[src/rtl/alu_mul_sequencer_pkg.sv]
// Shared constants, state encoding and helpers for the shift-and-add multiply sequencer.
// The ALU control codes mirror the fullALU select encodings used by the core.
package alu_mul_sequencer_pkg;

    localparam int unsigned MSEQ_W = 16;

    localparam logic [3:0] ALU_OPX_ADD   = 4'd1;
    localparam logic [2:0] ALUA_SRCX_SEQ = 3'd6;
    localparam logic [2:0] ALUB_SRCX_SEQ = 3'd6;

    typedef enum logic [2:0] {
        MSEQ_IDLE  = 3'd0,
        MSEQ_ADD   = 3'd1,
        MSEQ_SHIFT = 3'd2,
        MSEQ_DONE  = 3'd3
    } mseq_state_e;

    // Partial-product addend: the multiplicand when the current multiplier bit is set.
    function automatic logic [MSEQ_W-1:0] mseq_addend(input logic lsb, input logic [MSEQ_W-1:0] mcand);
        mseq_addend = lsb ? mcand : 16'h0000;
    endfunction

endpackage

[src/rtl/alu_mul_sequencer_if.sv]
// Core <-> multiply sequencer bundle, including the borrowed fullALU result/flag path.
// master = core/ALU side, slave = sequencer.
interface alu_mul_sequencer_if;
    import alu_mul_sequencer_pkg::*;

    logic              START;
    logic [15:0]       OPA;
    logic [15:0]       OPB;
    logic [15:0]       ALU_R;
    logic              CC_CARRY;
    logic              OWN;
    logic [3:0]        ALU_OPX;
    logic [2:0]        ALUA_SRCX;
    logic [2:0]        ALUB_SRCX;
    logic [15:0]       SEQ_A;
    logic [15:0]       SEQ_B;
    logic              CCL_LD;
    logic              BUSY;
    logic              DONE;
    logic [15:0]       PROD_HI;
    logic [15:0]       PROD_LO;

    modport master (
        output START, OPA, OPB, ALU_R, CC_CARRY,
        input  OWN, ALU_OPX, ALUA_SRCX, ALUB_SRCX, SEQ_A, SEQ_B,
               CCL_LD, BUSY, DONE, PROD_HI, PROD_LO
    );

    modport slave (
        input  START, OPA, OPB, ALU_R, CC_CARRY,
        output OWN, ALU_OPX, ALUA_SRCX, ALUB_SRCX, SEQ_A, SEQ_B,
               CCL_LD, BUSY, DONE, PROD_HI, PROD_LO
    );

endinterface

[src/rtl/alu_mul_sequencer.sv]
// Unsigned 16x16->32 multiply via 16 ADD/SHIFT iterations on the shared fullALU.
// Fixed 34-cycle latency from accepted START back to IDLE.
module alu_mul_sequencer
    import alu_mul_sequencer_pkg::*;
(
    input  logic                 CLK,
    input  logic                 RESET_N,
    alu_mul_sequencer_if.slave   bus
);

    mseq_state_e  state_q, state_d;
    logic [15:0]  mcand_q, mcand_d;
    logic [15:0]  p_hi_q,  p_hi_d;
    logic [15:0]  p_lo_q,  p_lo_d;
    logic [15:0]  sum_q,   sum_d;
    logic [3:0]   cnt_q,   cnt_d;

    logic         own_s;
    logic         add_s;

    // State and datapath registers; reset aborts any operation in flight.
    always_ff @(posedge CLK or negedge RESET_N) begin
        if (!RESET_N) begin
            state_q <= MSEQ_IDLE;
            mcand_q <= 16'h0000;
            p_hi_q  <= 16'h0000;
            p_lo_q  <= 16'h0000;
            sum_q   <= 16'h0000;
            cnt_q   <= 4'd0;
        end else begin
            state_q <= state_d;
            mcand_q <= mcand_d;
            p_hi_q  <= p_hi_d;
            p_lo_q  <= p_lo_d;
            sum_q   <= sum_d;
            cnt_q   <= cnt_d;
        end
    end

    // Next-state and datapath update for the shift-and-add loop.
    always_comb begin
        state_d = state_q;
        mcand_d = mcand_q;
        p_hi_d  = p_hi_q;
        p_lo_d  = p_lo_q;
        sum_d   = sum_q;
        cnt_d   = cnt_q;
        case (state_q)
            MSEQ_IDLE: begin
                if (bus.START) begin
                    mcand_d = bus.OPA;
                    p_lo_d  = bus.OPB;
                    p_hi_d  = 16'h0000;
                    cnt_d   = 4'd0;
                    state_d = MSEQ_ADD;
                end else begin
                    state_d = MSEQ_IDLE;
                end
            end
            MSEQ_ADD: begin
                sum_d   = bus.ALU_R;
                state_d = MSEQ_SHIFT;
            end
            MSEQ_SHIFT: begin
                // The carry of this iteration's add becomes the new top bit.
                p_hi_d = {bus.CC_CARRY, sum_q[15:1]};
                p_lo_d = {sum_q[0], p_lo_q[15:1]};
                if (cnt_q == 4'd15) begin
                    state_d = MSEQ_DONE;
                end else begin
                    cnt_d   = cnt_q + 4'd1;
                    state_d = MSEQ_ADD;
                end
            end
            MSEQ_DONE: begin
                state_d = MSEQ_IDLE;
            end
            default: begin
                state_d = MSEQ_IDLE;
            end
        endcase
    end

    // Output decode from the registered state.
    always_comb begin
        own_s = 1'b0;
        add_s = 1'b0;
        case (state_q)
            MSEQ_ADD: begin
                own_s = 1'b1;
                add_s = 1'b1;
            end
            MSEQ_SHIFT: begin
                own_s = 1'b1;
                add_s = 1'b0;
            end
            default: begin
                own_s = 1'b0;
                add_s = 1'b0;
            end
        endcase
    end

    assign bus.OWN       = own_s;
    assign bus.BUSY      = own_s;
    assign bus.CCL_LD    = add_s;
    assign bus.DONE      = (state_q == MSEQ_DONE);
    assign bus.ALU_OPX   = own_s ? ALU_OPX_ADD   : 4'd0;
    assign bus.ALUA_SRCX = own_s ? ALUA_SRCX_SEQ : 3'd0;
    assign bus.ALUB_SRCX = own_s ? ALUB_SRCX_SEQ : 3'd0;
    assign bus.SEQ_A     = add_s ? p_hi_q : 16'h0000;
    assign bus.SEQ_B     = add_s ? mseq_addend(p_lo_q[0], mcand_q) : 16'h0000;
    assign bus.PROD_HI   = p_hi_q;
    assign bus.PROD_LO   = p_lo_q;

endmodule

[src/flat_wrapper.sv]
// flat-port wrapper written by rule: the top's interface ports become plain ports
module alu_mul_sequencer_flat import alu_mul_sequencer_pkg::*;
  (CLK, RESET_N, bus_START, bus_OPA, bus_OPB, bus_ALU_R, bus_CC_CARRY, bus_OWN, bus_ALU_OPX, bus_ALUA_SRCX, bus_ALUB_SRCX, bus_SEQ_A, bus_SEQ_B, bus_CCL_LD, bus_BUSY, bus_DONE, bus_PROD_HI, bus_PROD_LO);
  alu_mul_sequencer_if bus_i ();
  input  logic CLK;
  input  logic RESET_N;
  input wire logic [$bits(bus_i.START)-1:0] bus_START;
  input wire logic [$bits(bus_i.OPA)-1:0] bus_OPA;
  input wire logic [$bits(bus_i.OPB)-1:0] bus_OPB;
  input wire logic [$bits(bus_i.ALU_R)-1:0] bus_ALU_R;
  input wire logic [$bits(bus_i.CC_CARRY)-1:0] bus_CC_CARRY;
  output wire logic [$bits(bus_i.OWN)-1:0] bus_OWN;
  output wire logic [$bits(bus_i.ALU_OPX)-1:0] bus_ALU_OPX;
  output wire logic [$bits(bus_i.ALUA_SRCX)-1:0] bus_ALUA_SRCX;
  output wire logic [$bits(bus_i.ALUB_SRCX)-1:0] bus_ALUB_SRCX;
  output wire logic [$bits(bus_i.SEQ_A)-1:0] bus_SEQ_A;
  output wire logic [$bits(bus_i.SEQ_B)-1:0] bus_SEQ_B;
  output wire logic [$bits(bus_i.CCL_LD)-1:0] bus_CCL_LD;
  output wire logic [$bits(bus_i.BUSY)-1:0] bus_BUSY;
  output wire logic [$bits(bus_i.DONE)-1:0] bus_DONE;
  output wire logic [$bits(bus_i.PROD_HI)-1:0] bus_PROD_HI;
  output wire logic [$bits(bus_i.PROD_LO)-1:0] bus_PROD_LO;
  assign bus_i.START = bus_START;
  assign bus_i.OPA = bus_OPA;
  assign bus_i.OPB = bus_OPB;
  assign bus_i.ALU_R = bus_ALU_R;
  assign bus_i.CC_CARRY = bus_CC_CARRY;
  assign bus_OWN = bus_i.OWN;
  assign bus_ALU_OPX = bus_i.ALU_OPX;
  assign bus_ALUA_SRCX = bus_i.ALUA_SRCX;
  assign bus_ALUB_SRCX = bus_i.ALUB_SRCX;
  assign bus_SEQ_A = bus_i.SEQ_A;
  assign bus_SEQ_B = bus_i.SEQ_B;
  assign bus_CCL_LD = bus_i.CCL_LD;
  assign bus_BUSY = bus_i.BUSY;
  assign bus_DONE = bus_i.DONE;
  assign bus_PROD_HI = bus_i.PROD_HI;
  assign bus_PROD_LO = bus_i.PROD_LO;
  alu_mul_sequencer u_core (.CLK(CLK), .RESET_N(RESET_N), .bus(bus_i));
endmodule
[config.mk]
export PLATFORM = sky130hd
export DESIGN_NAME = alu_mul_sequencer_flat
export DESIGN_NICKNAME = d
export VERILOG_FILES = /design/src/rtl/alu_mul_sequencer_pkg.sv /design/src/rtl/alu_mul_sequencer_if.sv /design/src/rtl/alu_mul_sequencer.sv /design/src/flat_wrapper.sv
export SDC_FILE = /design/constraint.sdc
export NUM_CORES = 1
export LEC_CHECK = 0
export BUFFER_PORTS_ARGS = -buffer_cell sky130_fd_sc_hd__buf_2
export CAP_MARGIN = 20
export CORE_MARGIN = 3
export CORE_UTILIZATION = 44
export CTS_CLUSTER_DIAMETER = 50
export DETAILED_ROUTE_END_ITERATION = 6
export GPL_ROUTABILITY_DRIVEN = 0
export PLACE_DENSITY = 0.77
export SLEW_MARGIN = 20
export SYNTH_ARGS = -nofsm -noshare
export SYNTH_HDL_FRONTEND = slang
export SYNTH_SLANG_ARGS = --single-unit
[constraint.sdc]
create_clock -name CLK -period 1.75 [get_ports CLK]
set_clock_uncertainty 0.2 [all_clocks]
set_input_delay 0.175 -clock CLK [delete_from_list [all_inputs] [get_ports CLK]]
set_output_delay 0.175 -clock CLK [all_outputs]
set_load 0.02 [all_outputs]
# ---- Word-level counts from Yosys, hierarchy flattened
# Index checks and enable logic that the tools add are counted.
# W data, S select, Z words.
dict set report totals {
  regBits 71
  mem_bits_rw 0
  memories 0
  wordCells 36
  latch_bits 0
  rom_bits 0
  input_bits 52
  out_inout_bits 78
}
dict set report op_classes {
  shift 0
  div 0
  n_bitwise 0
  n_lt_le_gt_ge 0
  add_sub_neg 1
  mux 17
  n_eq_ne 6
  mul 0
  n_reduce_logical 6
}
# operator n
set op_table {}
lappend op_table {{$mux W16} 5}
lappend op_table {{$pmux W16 S2} 2}
lappend op_table {{$pmux W3 S3} 1}
lappend op_table {{$mux W4} 2}
lappend op_table {{$pmux W4 S2} 1}
lappend op_table {{$eq A3 B2 Y1 const B} 2}
lappend op_table {{$add A4 B1 Y4 const B} 1}
lappend op_table {{$eq A4 B4 Y1 const B} 1}
lappend op_table {{$mux W1} 4}
lappend op_table {{$ne A2 B2 Y1 const B} 2}
lappend op_table {{$reduce_and A2 Y1} 2}
lappend op_table {{$eq A3 B1 Y1 const B} 1}
lappend op_table {{$logic_not A3 Y1} 1}
lappend op_table {{$mux W3} 1}
lappend op_table {{$reduce_and A3 Y1} 1}
lappend op_table {{$mux W2} 1}
lappend op_table {{$reduce_bool A2 Y1} 1}
lappend op_table {{$reduce_or A2 Y1} 1}

# ---- Depth between registers and ports, before layout
# Gate-level depths: netlist of the first run.
dict set report depth {
  ltp_word 4
  ltp_mapped 7
  depth_no_buf 5
}

# ---- Worst setup path before layout of the first run
# No wires, ideal clock.
dict set report synth_path {
  path_kind {reg-to-output}
  start {register u_core.state_q[1]}
  end {output bus_SEQ_B[10]}
  setup_slack_ns -0.305
  t_arrival_ns 1.680
  stages_incl_launch_ff 6
  cell_sequence {dfrtp_1 inv_1 ha_1 clkbuf_1 clkbuf_1 and3_1}
}
dict set report synth_via {
  elab_chain_cells 3
}
# element line_no
set synth_lines {}
lappend synth_lines {{start: declaration} alu_mul_sequencer.sv:11} ;# mseq_state_e state_q, state_d;
lappend synth_lines {{start signal: assignment} alu_mul_sequencer.sv:31} ;# state_q <= state_d;
lappend synth_lines {{$eq A3 B1 Y1} alu_mul_sequencer.sv:88} ;# case (state_q)
lappend synth_lines {{$mux W1} alu_mul_sequencer.sv:88}
lappend synth_lines {{via bus_CCL_LD} flat_wrapper.sv:18} ;# output wire logic [$bits(bus_i.CCL_LD)-1:0] bus_CCL_LD;
lappend synth_lines {{$mux W16} alu_mul_sequencer.sv:112} ;# assign bus.SEQ_B = add_s ? mseq_addend(p_lo_q[0], mcand_q) : 16'h0000;
lappend synth_lines {{end: declaration} flat_wrapper.sv:17} ;# output wire logic [$bits(bus_i.SEQ_B)-1:0] bus_SEQ_B;
# The timed path passes the listed nets, and every way through them passes these cells.

# ---- Final worst setup path of the first run
dict set report layout_path {
  start {register u_core.state_q[0]}
  end {output bus_SEQ_B[7]}
}
dict set report layout_via {
  elab_chain_cells 3
}
# element line_no
set layout_lines {}
lappend layout_lines {{$eq A3 B1 Y1} alu_mul_sequencer.sv:88}
lappend layout_lines {{$mux W1} alu_mul_sequencer.sv:88}
lappend layout_lines {{$mux W16} alu_mul_sequencer.sv:112}
# Every way passes these cells.

==> results of run 1 <==
==> layer usage <==
metal,part of all wire [%],global-route usage (%)
met4,2.1,7.91
met5,0,0
met1,41,26.7
met3,5.6,4.81
met2,52,36.8
==> area by class of cell <==
type | count | area share (%)
repair buffers | 209 | 33.0
flip-flops and latches | 70 | 31.8
multi-input cells | 191 | 29.3
clock buffers | 10 | 2.50
well taps | 96 | 2.18
clock inverters | 6 | 0.817
inverters | 4 | 0.318
==> logic make-up (layout without fill, tap and decap cells) <==
group,after synthesis,after routing
AO/OA/AOI/OAI,36,36
flip-flops,70,70
adder cells (fa/ha/maj),6,6
multiplexers,53,53
other,1,5
AND/OR/NAND/NOR,91,91
buffers and inverters,33,229
==> metrics by stage <==
step / setup slack, ns / util (%)
floorplan: -0.107 / -
global placement: 0.0193 / 57.8
detailed placement: -0.0947 / 57.8
CTS: -0.144 / 71.1
global route: -0.193 / 79.4
finish: -0.161 / 79.4
==> timing repair <==
action	CTS	global route
cloned	2	7
endpoints found under the hold margin	119	0
gates resized for setup	40	141
hold buffers	50	0
buffers inserted	7	6
pin swaps	1	12
setup endpoints to repair	36	93
==> cell usage in the layout, fill, tap and decap left out, drive strengths merged, types with 2 or more instances in the layout <==
cell         count
buf            155
dfrtp           70
nand2           52
dlygate4sd3     50
o21ai           33
mux2            33
mux2i           20
and3            17
and2            16
clkbuf          14
ha               6
conb             5
inv              5
clkinvlp         3
clkinv           2
==> critical path, delay by kind of cell, from the launching register on <==
kind	cells	cell delay [ns]
DFF	1	0.40
adders and majority gates	1	0.18
buffers and inverters	3	0.41
and+or+nand+nor	1	0.20
==> sequential cells by signal (all words and copies together) (netlist names) <==
name	cells
u_core.mcand_q	16
u_core.bus.PROD_LO	16
u_core.sum_q	16
u_core.cnt_q	4
u_core.bus.PROD_HI	16
u_core.state_q	2
==> final timing paths <==
kind / cells after the start / slack (ns) / endpoint
max: 5 / -0.16 / bus_SEQ_B[7]
min: 2 / 0.07 / u_core.mcand_q[0]
max reg2reg: 9 / -0.10 / u_core.bus.PROD_LO[4]
min reg2reg: 2 / 0.30 / u_core.bus.PROD_HI[4]
max in group asynchronous: 3 / 0.69 / u_core.bus.PROD_LO[0]
min in group CLK: 4 / 0.18 / u_core.state_q[0]
==> power breakdown <==
| part | internal (µW) | switching (µW) | total, µW |
|---|---|---|---|
| clock network | 557 | 623 | 1180 |
| registers | 2400 | 650 | 3050 |
| logic | 2980 | 2810 | 5800 |
==> impl_metrics.ini, run 1 <==
[critical_path]
worst-setup-path-type = reg2out
crit_top_cell = buf_6
critPathLaunchType = flip-flop
cp_cell_sequence = buf_6, ha_4, buf_8, and3_2, buf_6
crit_arrival_ns = 1.54
timing.rr.start = u_core.state_q[0]
worstPathRequired_ns = 1.37
crit_path_max_fanout = 11
cp_slowest_cell = dfrtp_1
slowest_delay_ns = 0.40
crit_path_start = u_core.state_q[0]
end_kind = primary output

[sta]
setup_ws_ns = -0.161
setup_viol = 60
hold_ws_ns = 0.0722
clock.fmax_mhz = 523
hold_viol = 0
period_share_pct = 109
setup_tns_ns = -5.44
final-max-slew-violation-count = 0
period_needed_ns = 1.91
rsz0062_at_grt = true

[global_routing]
track_usage_pct = 21.6
grt_pass1_wl_mm = 14.3
grt_antenna_before_repair = 0
gr-total-overflow = 0
grt_max_degree = 32
first_global_vias = 2880

[yosys]
synthAdderAreaFrac_pct = 2.34
yosys_warnings = 0
synth-async-reset-ratio_pct = 100
synth.most_common_cell = dfrtp_1
synth.distinct_cells = 23
synthesis.area_um2 = 3210
postSynthCellCount = 290
ys.flop_type = dfrtp_1
ys_top_cells_by_area = dfrtp_1 55%, mux2_2 11%, mux2i_1 6.2%
netlist.top_cell.by_area = dfrtp_1
synth_top_area_share_pct = 54.5
synthTopCellsByCount = 70 x dfrtp_1, 52 x nand2_1, 33 x o21ai_0
synth_compound_gate_area_share_pct = 5.88
yosysSeqAreaShare_pct = 54.5
synth-xor-area-share_pct = 0
yosys.area_share.simple_pct = 13.7
synth_area_per_cell_um2 = 11.1
synth_top_family_by_area = multiplexers
muxShareOfSynthArea_pct = 17.9
synth-edff-count = 0
ys_seq_elements = 70

[pwr]
max-vdd-ir-drop_mv = 1.02
power_uw = 10000
leakagePower_uw = 0.00274
power_density_nw_per_um2 = 1820

[routing]
totalWireLength_mm = 10.2
routed_via_density = 4.98
first_pass_iters = 4
route.detailed.drc = 0
vias = 2919
drt_iter0_markers = 80
drt-wirelength-per-cell_um = 17.4
ant_nets = 0

[final_layout]
final_area_um2 = 5510
fillCellCount = 405
drive_gt1_share_pct = 56.3
multiInputGateArea_um2 = 1620
fin_cells = 586
area_growth_pct = 71.6
diodes = 0
seq_area_um2 = 1750
fin_nets = 543

[floorplan]
coreArea_um2 = 6940
rows = 30
fp.dieW_um = 91.4
die_area_um2 = 8360
initial_core_util_pct = 46.3
die_y_um = 91.4
io-pin-count = 130

[clocking]
htree_num_levels = 3
cts_max_path_buffers = 2
insertion_delay_ns = 0.34
root_buffer = clkbuf_8
cts_tree = built
cts_buffers = 9
clock-sinks = 70
clkTransAtPathRegs_ns = 0.07

[place]
io_buffer_count = 124
dp_hpwl_mm = 5.08
dpl.cell_count = 498
post_dp_cell_area_um2 = 4010

[status]
status = complete, but fails checks
violations = setup timing

[job]
drv_cap = 0

[worst_hold_path]
hp-class = in2async
No activity file was read; power rests on OpenSTA's default activity.
==> run 2, diff against run 1 <==
--- a/config.mk
+++ b/config.mk
@@ -5,14 +5,14 @@
 export SDC_FILE = /design/constraint.sdc
 export NUM_CORES = 1
 export LEC_CHECK = 0
-export BUFFER_PORTS_ARGS = -buffer_cell sky130_fd_sc_hd__buf_2
 export CAP_MARGIN = 20
 export CORE_MARGIN = 3
-export CORE_UTILIZATION = 44
+export CORE_UTILIZATION = 56
 export CTS_CLUSTER_DIAMETER = 50
 export DETAILED_ROUTE_END_ITERATION = 6
+export DONT_BUFFER_PORTS = 1
 export GPL_ROUTABILITY_DRIVEN = 0
-export PLACE_DENSITY = 0.77
+export PLACE_DENSITY = 0.74
 export SLEW_MARGIN = 20
 export SYNTH_ARGS = -nofsm -noshare
 export SYNTH_HDL_FRONTEND = slang
==> run 2 against run 1 <==
  * The flow finishes with violations (hold timing, setup timing)
  * Core utilization increased by 3.0 points
  * Hold slack got worse by 0.75 ns
  * Global-route usage increased by 2.7 points
  * Total power decreased by 13%
  * Critical path depth increased by 1
  * Die area decreased by 20%
  * First-iteration DRC count increased by 13%
  * Wire length decreased by 21%
  * Sequential power increased by 12%
  * Critical endpoint is now u_core.cnt_q[0]
==> impl_metrics.ini, run 2 (synthesized netlist as in run 1, its figures left out) <==
[clocking]
cts_max_path_buffers = 2
insertion_delay_ns = 0.34
htree_num_levels = 3
cts_tree = built
clkTransAtPathRegs_ns = 0.08
clock-sinks = 70
root_buffer = clkbuf_8
cts_buffers = 9
cts_hold_buf = 49

[final_layout]
area_growth_pct = 36.7
fin_nets = 409
most-common-layout-cells = 70 x dfrtp_1, 52 x nand2_1, 49 x dlygate4sd3_1, 32 x mux2_2, 30 x o21ai_0
final_area_um2 = 4390
final_common_cell = dfrtp_1
diodes = 0
drive_gt1_share_pct = 31.7

[job]
drv_cap = 0

[status]
status = complete, but fails checks
violations = hold timing, setup timing

[routing]
totalWireLength_mm = 8.06
vias = 2320
ant_nets = 0
first_pass_iters = 4
drt_iter0_markers = 90
drt-wirelength-per-cell_um = 18.9
routed_via_density = 5.45
route.detailed.drc = 0

[place]
post-place-ws_ns = -0.0488
dp_hpwl_mm = 4.50
post_dp_cell_area_um2 = 3370
io_buffer_count = 0

[critical_path]
worst-setup-path-type = reg2reg
timing.rr.start = u_core.state_q[1]
end_kind = flip-flop
slowest_delay_ns = 0.39
cp_slowest_cell = dfrtp_1
crit_arrival_ns = 1.88
crit_path_start = u_core.state_q[1]
worstPathRequired_ns = 1.78
critPathLaunchType = flip-flop
crit_path_max_fanout = 4
cp_cell_sequence = inv_2, buf_6, ha_4, mux2i_4, a41o_1, mux2_4

[pwr]
max-vdd-ir-drop_mv = 1.24
swShare_pct = 39.5
seq_power_share_pct = 39.4
power_density_nw_per_um2 = 1970
power_uw = 8670
leakagePower_uw = 0.00194
combPwrFrac_pct = 40.4
internal_power_uw = 5250
p_clk_share_pct = 20.2
switchingPower_uw = 3420

[global_routing]
gr-total-overflow = 0
track_usage_pct = 24.3
grt_pass1_wl_mm = 12.0
grt_max_degree = 71
grt_antenna_before_repair = 0
first_global_vias = 2416

[worst_hold_path]
hp-class = in2async

[sta]
period_needed_ns = 1.85
hold_viol = 70
hold_ws_ns = -0.682
rsz0062_at_grt = true
final-max-slew-violation-count = 0
setup_viol = 48
period_share_pct = 106
clock.fmax_mhz = 541
setup_ws_ns = -0.0972

[floorplan]
rows = 26
die_area_um2 = 6680
coreArea_um2 = 5340
initial_core_util_pct = 60.2
io-pin-count = 130
fp.dieW_um = 81.7
die_y_um = 81.7
-- run 2: power by group through the flow --
stage | sequential [µW] | combinational (µW) | clock (µW)
6_report | 3420 | 3500 | 1750
5_1_grt | 3520 | 3770 | 1850
4_1_cts | 3390 | 3260 | 1760
3_5_place_dp | 3390 | 2790 | 0
3_3_place_gp | 3350 | 2690 | 0
2_1_floorplan | 3230 | 2320 | 0
-- run 2: area by class of cell --
type	count	area [µm²]
Tap cell	70	87.6
Timing Repair Buffer	75	810
Clock inverter	6	133
Multi-Input combinational cell	191	1460
Inverter	4	15.0
Fill cell	311	943
Sequential cell	70	1750
Clock buffer	10	138
-- run 2: per-layer routing --
metal / wire, µm / GRT usage (%) / up-vias
li1: - / - / 1093
met1: 3020 / 27.4 / 1110
met2: 4210 / 43.2 / 102
met3: 681 / 8.00 / 15
met4: 150 / 7.64 / 0
met5: 0 / 0 / -
-- run 2: stage by stage --
step                      TNS [ns]  cells  util [%]  hold WS, ns
after floorplan             -0.261    294         -       -0.321
after global placement           0    350      63.2       -0.319
after detailed placement    -0.101    350      63.2       -0.319
after CTS                    -2.24    423      81.0       -0.692
after global routing         -7.10    426      82.3       -0.709
final                        -2.24    426      82.3       -0.682
-- run 2: path summary, 6_finish.rpt --
kind / endpoint / slack (ns) / cells after the start
max reg2reg: u_core.cnt_q[0] / -0.1 / 6
min: u_core.mcand_q[14] / -0.68 / 0
min in group CLK: u_core.state_q[0] / 0.01 / 3
min reg2reg: u_core.sum_q[12] / 0.31 / 1
max: u_core.cnt_q[0] / -0.1 / 6
max in group asynchronous: u_core.mcand_q[3] / 1.93 / 0
-- run 2: timing repair --
item,CTS,global route
hold endpoints to repair,119,70
gates cloned,1,1
resized for setup,48,10
setup endpoints to repair,45,75
pin swaps,3,2
buffers inserted,7,2
-- run 2: worst max-delay path, delay by kind of cell (launching register included) --
family	cells	cell delay, ns
compound gates	1	0.20
fa+ha+maj	1	0.15
flops	1	0.39
mux	2	0.60
buf+inv	2	0.20
==> run 3, diff against run 2 <==
==> constraint.sdc (replaced) <==
create_clock -name CLK -period 1.55 [get_ports CLK]
set_clock_uncertainty 0.2 [all_clocks]
set_input_delay 0.155 -clock CLK [delete_from_list [all_inputs] [get_ports CLK]]
set_output_delay 0.155 -clock CLK [all_outputs]
set_load 0.02 [all_outputs]
==> run 3 against run 2 <==
  * The flow still finishes with violations (hold timing, setup timing)
  * Total power rose by 32%
  * Die area stayed put
  * Wire length increased by 37%
  * Cell count is 6.6% higher
  * Maximum frequency down 5.8%
  * Design area increased by 13%
  * Core utilization grew 11 points
  * Sequential power increased by 18%
  * Worst setup slack lost 0.31 ns
  * Clock power is 13% lower
  * Sequential share of layout area decreased by 4.6 points
==> impl_metrics.ini, run 3 (synthesized netlist as in run 1, its figures left out) <==
[routing]
first_pass_iters = 4
routed_via_density = 6.06
totalWireLength_mm = 11.1
vias = 2749
drt_iter0_markers = 150
drt-wirelength-per-cell_um = 24.4
ant_nets = 0
route.detailed.drc = 0

[critical_path]
worst-setup-path-type = reg2reg
worstPathRequired_ns = 1.60
cp_slowest_cell = dfrtp_1
slowest_delay_ns = 0.42
critical-path-top-delay-family = buffers and inverters
critPathLaunchType = flip-flop
end_kind = flip-flop
crit_path_max_fanout = 9
cp_cell_sequence = inv_2, buf_4, ha_4, mux2i_4, buf_12, buf_8, buf_16, nand2_2, o21ai_1
crit_arrival_ns = 2.01
cp.buffers_inverters = 5

[floorplan]
rows = 26
die_area_um2 = 6680
fp.dieW_um = 81.7
die_y_um = 81.7
io-pin-count = 130
coreArea_um2 = 5340
initial_core_util_pct = 60.2

[final_layout]
final_common_cell = dfrtp_1
fin_cells = 454
fillCellCount = 170
drive_gt1_share_pct = 41.4
area_growth_pct = 54.5
most-common-layout-cells = 69 x dfrtp_1, 50 x dlygate4sd3_1, 41 x nand2_1, 27 x o21ai_1, 19 x mux2i_1
fin_nets = 437
diodes = 0

[pwr]
power_uw = 11500
seq_power_share_pct = 35.1
combPwrFrac_pct = 51.6
max-vdd-ir-drop_mv = 1.43
switchingPower_uw = 4790
swShare_pct = 41.8
internal_power_uw = 6670
power_density_nw_per_um2 = 2310
p_clk_share_pct = 13.3
leakagePower_uw = 0.00223

[sta]
final-max-slew-violation-count = 0
period_needed_ns = 1.96
setup_ws_ns = -0.411
period_share_pct = 127
rsz0062_at_grt = true
clock.fmax_mhz = 510
hold_viol = 70
setup_viol = 110
hold_ws_ns = -0.700

[global_routing]
gr-total-overflow = 0
grtUsageMet1_pct = 32.8
track_usage_pct = 31.4
top_usage_layer = met2
grt_max_degree = 71
grt_pass1_wl_mm = 15.1
grt_util_met2_pct = 57.9
grt_util_met3_pct = 8.00
first_global_vias = 2937
grt_antenna_before_repair = 0

[job]
drv_cap = 0

[place]
io_buffer_count = 0
dpl.cell_count = 354
dp_hpwl_mm = 4.46

[clocking]
htree_num_levels = 3
root_buffer = clkbuf_8
clkTransAtPathRegs_ns = 0.09
cts_max_path_buffers = 2
clock-sinks = 70
cts_hold_buf = 50
insertion_delay_ns = 0.34
cts_tree = built
cts_buffers = 9

[worst_hold_path]
hp-class = in2async

[status]
violations = hold timing, setup timing
status = complete, but fails checks
[run 3: path summary, 6_finish.rpt]
path / from / end / slack, ns / cells past startpoint
setup / recovery: u_core.state_q[1] / u_core.bus.PROD_HI[1] / -0.41 / 9
hold / removal: RESET_N / u_core.mcand_q[13] / -0.70 / 0
setup reg to reg: u_core.state_q[1] / u_core.bus.PROD_HI[1] / -0.41 / 9
hold reg to reg: u_core.sum_q[11] / u_core.sum_q[11] / 0.32 / 1
max in group asynchronous: RESET_N / u_core.bus.PROD_LO[0] / 1.74 / 0
min in group CLK: bus_START / u_core.bus.PROD_HI[15] / 0.11 / 5
[run 3: per-layer routing]
layer | share of wire (%) | wire length (µm)
met5 | 0 | 0
met4 | 4.1 | 457
met3 | 8.0 | 891
met2 | 53 | 5850
met1 | 35 | 3890
[run 3: layout make-up]
cell class / count / area [µm²] / area share (%)
Clock buffer: 9 / 124 / 2.50
Sequential cell: 70 / 1750 / 35.3
Multi-Input combinational cell: 191 / 1610 / 32.4
Tap cell: 70 / 87.6 / 1.77
Inverter: 4 / 22.5 / 0.454
Clock inverter: 7 / 73.8 / 1.49
Timing Repair Buffer: 103 / 1290 / 26.1
[run 3: stage by stage]
step	cell area, µm²	utilization, %	setup TNS [ns]	setup slack [ns]
4_1_cts	4810	90.2	-23.88	-0.307
2_1_floorplan	3320	-	-9.45	-0.292
5_1_grt	4960	93.0	-38.63	-0.473
3_3_place_gp	3410	63.9	-6.92	-0.107
3_5_place_dp	3410	63.9	-10.71	-0.170
6_report	4960	93.0	-32.98	-0.411
[run 3: power by group through the flow]
stage | Combinational (µW) | Sequential [µW] | Clock [µW]
after floorplan | 2720 | 3650 | 0
after global placement | 3070 | 3810 | 0
after detailed placement | 3160 | 3870 | 0
after CTS | 5190 | 3890 | 1470
after global routing | 6190 | 4120 | 1610
final | 5910 | 4020 | 1520
[run 3: worst reg2reg max path, cell delays in order, from the launching register on]
cell,delay (ns)
dfrtp_1,0.42
inv_2,0.09
buf_4,0.12
ha_4,0.15
mux2i_4,0.28
buf_12,0.18
buf_8,0.12
buf_16,0.12
nand2_2,0.07
o21ai_1,0.13
[run 3: timing repair]
item                                    4_1_cts  5_1_grt
resized for setup                           112       32
pin swaps                                     1        5
setup buffers                                21        4
endpoints found under the setup margin      109      110
endpoints found under the hold margin       121       70
cloned                                       10        4
